==> src/rtl/alu_fwd_ctrl.sv <==
// Purpose : EX-stage ALU operand forwarding/immediate-select control with load-use stall.
// Latency : forward/aluimm selects appear on e_* one cycle after ID; stall is same-cycle combinational.
// Backpres: stall holds PC and IF/ID for one cycle and a bubble enters EX; MEM tracking always advances.
//
// Ports:
//   clk, clrn              pipeline clock (rising edge), asynchronous active-low reset
//   id_*                   decoded fields of the instruction currently in ID
//   flush                  kill the ID instruction (taken branch/jump); overrides stall
//   stall                  hold PC and IF/ID this cycle
//   e_fwda, e_fwdb         registered operand selects: 00 regfile, 01 EX ALU, 10 MEM ALU, 11 MEM load
//   e_aluimm               registered B-select (1 = immediate), applied after the e_fwdb mux
//   e_wreg, e_m2reg, e_rn  registered EX-stage destination tracking
//   stall_cnt              saturating count of stall cycles (only with FWD_STALL_CNT_EN defined)
//
// Optional feature macro: FWD_STALL_CNT_EN

module alu_fwd_ctrl #(
  parameter int RW = 5
) (
  input  logic          clk,
  input  logic          clrn,
  input  logic          id_valid,
  input  logic [RW-1:0] id_rs,
  input  logic [RW-1:0] id_rt,
  input  logic          id_use_rs,
  input  logic          id_use_rt,
  input  logic          id_aluimm,
  input  logic          id_wreg,
  input  logic          id_m2reg,
  input  logic [RW-1:0] id_rn,
  input  logic          flush,
`ifdef FWD_STALL_CNT_EN
  output logic [31:0]   stall_cnt,
`endif
  output logic          stall,
  output logic [1:0]    e_fwda,
  output logic [1:0]    e_fwdb,
  output logic          e_aluimm,
  output logic          e_wreg,
  output logic          e_m2reg,
  output logic [RW-1:0] e_rn
);

  localparam logic [1:0] FWD_RF   = 2'b00;
  localparam logic [1:0] FWD_EXA  = 2'b01;
  localparam logic [1:0] FWD_MEMA = 2'b10;
  localparam logic [1:0] FWD_MEML = 2'b11;

  // EX copy
  logic          e_wreg_q, e_wreg_d;
  logic          e_m2reg_q, e_m2reg_d;
  logic [RW-1:0] e_rn_q, e_rn_d;
  logic [1:0]    e_fwda_q, e_fwda_d;
  logic [1:0]    e_fwdb_q, e_fwdb_d;
  logic          e_aluimm_q, e_aluimm_d;
  // MEM copy
  logic          m_wreg_q, m_wreg_d;
  logic          m_m2reg_q, m_m2reg_d;
  logic [RW-1:0] m_rn_q, m_rn_d;

  logic [1:0] fwda_id, fwdb_id;
  logic       bubble;

  // The newest producer (EX) wins over MEM. A load still in EX cannot
  // forward; that case is covered by the stall, so it falls through here.
  function automatic logic [1:0] fwd_sel(
    input logic          use_r,
    input logic [RW-1:0] r,
    input logic          ew,
    input logic          em,
    input logic [RW-1:0] ern,
    input logic          mw,
    input logic          mm,
    input logic [RW-1:0] mrn
  );
    logic [1:0] sel;
    sel = FWD_RF;
    if (!use_r || r == '0) begin
      sel = FWD_RF;
    end else if (ew && !em && ern == r) begin
      sel = FWD_EXA;
    end else if (mw && mrn == r) begin
      sel = mm ? FWD_MEML : FWD_MEMA;
    end
    return sel;
  endfunction

  always_comb begin
    fwda_id = fwd_sel(id_use_rs, id_rs, e_wreg_q, e_m2reg_q, e_rn_q,
                      m_wreg_q, m_m2reg_q, m_rn_q);
    fwdb_id = fwd_sel(id_use_rt, id_rt, e_wreg_q, e_m2reg_q, e_rn_q,
                      m_wreg_q, m_m2reg_q, m_rn_q);

    // Load in EX feeding the ID instruction: one-cycle hold, then MEM forwards load data.
    stall = id_valid & ~flush & e_wreg_q & e_m2reg_q & (e_rn_q != '0) &
            ((id_use_rs & (e_rn_q == id_rs)) | (id_use_rt & (e_rn_q == id_rt)));
    bubble = stall | flush | ~id_valid;

    e_wreg_d   = 1'b0;
    e_m2reg_d  = 1'b0;
    e_rn_d     = '0;
    e_fwda_d   = FWD_RF;
    e_fwdb_d   = FWD_RF;
    e_aluimm_d = 1'b0;
    if (!bubble) begin
      e_wreg_d   = id_wreg;
      e_m2reg_d  = id_m2reg;
      e_rn_d     = id_rn;
      e_fwda_d   = fwda_id;
      e_fwdb_d   = fwdb_id;
      e_aluimm_d = id_aluimm;
    end

    // MEM never stalls; it always takes whatever EX holds.
    m_wreg_d  = e_wreg_q;
    m_m2reg_d = e_m2reg_q;
    m_rn_d    = e_rn_q;
  end

  always_ff @(posedge clk or negedge clrn) begin
    if (!clrn) begin
      e_wreg_q   <= 1'b0;
      e_m2reg_q  <= 1'b0;
      e_rn_q     <= '0;
      e_fwda_q   <= FWD_RF;
      e_fwdb_q   <= FWD_RF;
      e_aluimm_q <= 1'b0;
      m_wreg_q   <= 1'b0;
      m_m2reg_q  <= 1'b0;
      m_rn_q     <= '0;
    end else begin
      e_wreg_q   <= e_wreg_d;
      e_m2reg_q  <= e_m2reg_d;
      e_rn_q     <= e_rn_d;
      e_fwda_q   <= e_fwda_d;
      e_fwdb_q   <= e_fwdb_d;
      e_aluimm_q <= e_aluimm_d;
      m_wreg_q   <= m_wreg_d;
      m_m2reg_q  <= m_m2reg_d;
      m_rn_q     <= m_rn_d;
    end
  end

  assign e_wreg   = e_wreg_q;
  assign e_m2reg  = e_m2reg_q;
  assign e_rn     = e_rn_q;
  assign e_fwda   = e_fwda_q;
  assign e_fwdb   = e_fwdb_q;
  assign e_aluimm = e_aluimm_q;

`ifdef FWD_STALL_CNT_EN
  logic [31:0] stall_cnt_q, stall_cnt_d;

  always_comb begin
    stall_cnt_d = stall_cnt_q;
    if (stall && stall_cnt_q != 32'hFFFF_FFFF) begin
      stall_cnt_d = stall_cnt_q + 32'd1;
    end
  end

  always_ff @(posedge clk or negedge clrn) begin
    if (!clrn) begin
      stall_cnt_q <= '0;
    end else begin
      stall_cnt_q <= stall_cnt_d;
    end
  end

  assign stall_cnt = stall_cnt_q;
`endif

endmodule

==> config.mk <==
export PLATFORM = sky130hd
export DESIGN_NAME = alu_fwd_ctrl
export DESIGN_NICKNAME = d
export VERILOG_FILES = /design/src/rtl/alu_fwd_ctrl.sv
export SDC_FILE = /design/constraint.sdc
export NUM_CORES = 1
export LEC_CHECK = 0
export ABC_AREA = 1
export CAP_MARGIN = 20
export CELL_PAD_IN_SITES_DETAIL_PLACEMENT = 0
export CELL_PAD_IN_SITES_GLOBAL_PLACEMENT = 1
export CORE_UTILIZATION = 30
export CTS_CLUSTER_DIAMETER = 40
export DETAILED_ROUTE_END_ITERATION = 6
export HOLD_SLACK_MARGIN = 0.1
export PLACE_DENSITY = 0.78
export SLEW_MARGIN = 10
export SYNTH_ARGS = -nofsm -noshare
export SYNTH_HDL_FRONTEND = slang
export SYNTH_SLANG_ARGS = --single-unit
==> constraint.sdc <==
create_clock -name clk -period 1.77 [get_ports clk]
set_clock_uncertainty 0.1 [all_clocks]
set_input_delay 0.2655 -clock clk [delete_from_list [all_inputs] [get_ports clk]]
set_output_delay 0.2655 -clock clk [all_outputs]
set_load 0.1 [all_outputs]
==> summary.txt <==
Drt
  – Post-DRT Antenna Nets: 0
  – Vias: 1110
  – Via/cell ratio: between 4 and 5
  – # DRC: 0
  – Initial DRC count: 34
  – Total wire length: 2771 um
  – Post-DR wirelength/cell: about 11 um
  – Drt pass-1 iters: 4

Timing
  – Final WS setup: -0.2923 ns
  – Worst slew pin tran: about 0.24 ns
  – Crit share post-route: 116.5%
  – RSZ-0062 raised after global routing: true
  – Relative slew slack: 83.72%
  – Fmax: 0.4849 GHz
  – Post-route minimum period: 2.062 ns
  – Final number of hold-violating endpoints: 0
  – Final setup viols: 1
  – Fin. max-slew vios: 0
  – Worst Hold Slack: 0.1913 ns

Die
  – FP Rows: 20
  – IO Pins: 37
  – Initial Util: 32.60%
  – Die Ht: 60.30 um
  – Die W: 60.30 um
  – CORE AREA: about 3100 um^2
  – Die area: 3636 um^2

Synth
  – Number of synthesized register bits: 19
  – Syn nets: ~170
  – Netlist cell types: 13
  – Mapped Cells: 145
  – Yosys warns: 0
  – Post-synthesis sequential area ratio: 46.63%
  – Synth Cell Area: 1020 um^2
  – Syn_area_per_cell: 7.033 um^2

Setup path
  – Setup Crit Path Kind: reg2out
  – Arr. time, crit path: 1.70 ns
  – Worst R2R End: e_fwda[0]
  – R2R Setup Slk: approximately 0.08 ns
  – Origin of the critical flop-to-flop path: e_rn[2]
  – R2R cell count: 11
  – Critical path peak fanout: 4
  – Crit path required time: 1.40 ns
  – Crit start category: flip-flop
  – Worst Setup End Kind: primary output

Cells and area
  – Ant. Diodes: 0
  – Most common cell after layout, fill and taps aside: nand2_1
  – Area of the multi-input gates: 474.2 um^2
  – Sequential cell area: 496.7 um^2
  – Fin util: 57.52%
  – Non-Filler Instances: 246
  – Most frequent cells in the layout: nand2_1, inv_1, nor2_1
  – Area grow syn2layout: 76.44%
  – Fill count: 295
  – Layout cell share with drive strength beyond 1: 29.70%
  – Final nets: 227

Power
  – Reg power frac: 48.3%
  – Int Pwr: approximately 0.67 mW
  – Comb power frac: 29.0%
  – Pleak: 0.8932 nW
  – Switching power: around 0.3 mW
  – Switching fraction of total power: 30.90%
  – Clk pwr share: 22.8%
  – PwrDens: 537.0 nW/um^2
  – Max IR drop VDD: 0.3760 mV

CTS
  – Clock Latency Late Sink: 0.29 ns
  – Reg clk slew, reported paths: 0.11 ns
  – Num CTS Buffers: 3
  – Hold Buf Count CTS: 0
  – Clock buffer depth: 2
  – CTS HTree Levels: 1
  – TritonCTS clock tree: done
  – Clock sink count: 19
  – CTS Root Buffer Type: clkbuf_4

Run status
  – Failing checks: negative setup slack
  – Status: finished with violations

Global route
  – Aggregate global-route resource usage: around 16%
  – Initial antenna violation count: 0
  – GR Overflow Total: 0
  – First-pass GRT wire length: between 4000 and 5000 um
  – Largest net degree at the start of global routing: 20
  – Vias in the first global route: approximately 1100

Flow run
  – Max-cap violation count: 0

Placed design
  – Final Wtd Congestion: just under 0.9
  – Dpl cells: 233
  – Post-DP HPWL: 2114 um
  – PortBufs: 36

Worst hold path
  – Worst hold-check path type: in2async
## worst max-delay path: stages, from the launching register on
cell and delay, ns:
dfrtp_4 0.51, xor2_1 0.15, nor2_2 0.16, nand4_1 0.14
nand2_1 0.11, nand2_2 0.08, clkinvlp_4 0.09, buf_12 0.17
## timing repair
action                     CTS  global route
setup endpoints to repair    1             1
pin swaps                    8             9
setup buffers                6             3
gates resized for setup      4            14
## sequential cells by signal, summed over array words and instances (netlist names)
signal	flops
e_rn	5
m_m2reg_q	1
m_rn_q	5
e_aluimm	1
e_fwda	2
e_wreg	1
m_wreg_q	1
e_fwdb	2
e_m2reg	1
## per-stage QoR
step / TNS, ns / power [mW] / cell area (um^2) / setup slack [ns]
floorplan: -0.1054 / 0.5894 / 1050 / -0.1054
global placement: -2.608 / 0.7205 / 1652 / -0.3140
detailed placement: -2.630 / 0.7222 / 1652 / -0.3053
CTS: -0.2628 / 0.9589 / 1737 / -0.2628
global route: -0.3708 / 1.026 / 1799 / -0.3708
finish: -0.2923 / 0.9662 / 1799 / -0.2923
## cell usage after synthesis
| master | number | area [um^2] |
|---|---|---|
| nand3_1 | 5 | 25.02 |
| xor2_1 | 2 | 17.52 |
| xnor2_1 | 2 | 17.52 |
| dfrtp_1 | 19 | 475.5 |
| nor2_1 | 30 | 112.6 |
| nand4_1 | 6 | 37.54 |
| nor3_1 | 2 | 10.01 |
| buf_6 | 1 | 11.26 |
| o2bb2ai_1 | 1 | 8.760 |
| nand2_1 | 37 | 138.9 |
| o21ai_0 | 8 | 40.04 |
| inv_1 | 30 | 112.6 |
| nand2_2 | 2 | 12.51 |
## cell families after synthesis
family	count (synthesis)	share of synthesized area, %
AO/OA/AOI/OAI	9	4.786
XOR/XNOR	4	3.436
buffers and inverters	31	12.15
flip-flops	19	46.63
AND/OR/NAND/NOR	82	33.01
## layout make-up
type | instances | area share [%]
Clock inverter | 1 | 0.4172
Tap cell | 44 | 3.060
Clock buffer | 3 | 1.252
Sequential cell | 19 | 27.61
Multi-Input combinational cell | 95 | 26.36
Inverter | 30 | 6.467
Timing Repair Buffer | 54 | 34.84
## power by group through the flow
stage,logic [mW],clock network [mW],registers [mW]
2_1_floorplan,0.0670,0,0.522
3_3_place_gp,0.244,0,0.476
3_5_place_dp,0.246,0,0.476
4_1_cts,0.262,0.231,0.466
5_1_grt,0.303,0.254,0.469
6_report,0.280,0.220,0.467
## per-layer routing
layer  up-vias  global-route usage (%)  wire length, um
met5         -                       0                0
met4         0                   5.316               22
met3         4                   2.814              149
met2        26                   29.83             1413
met1       530                   19.54             1186
li1        550                       -                -
## worst max path at each step
stage | depth (start not counted) | end | from | slack [ns]
finish | 7 | stall | e_rn[1] | -0.29
floorplan | 6 | stall | e_rn[4] | -0.11
global route | 10 | stall | id_rs[0] | -0.37
CTS | 8 | stall | e_rn[2] | -0.26
global placement | 10 | stall | id_rt[2] | -0.31
detailed placement | 10 | stall | id_rt[2] | -0.31
(Power assumes the default switching activity.)
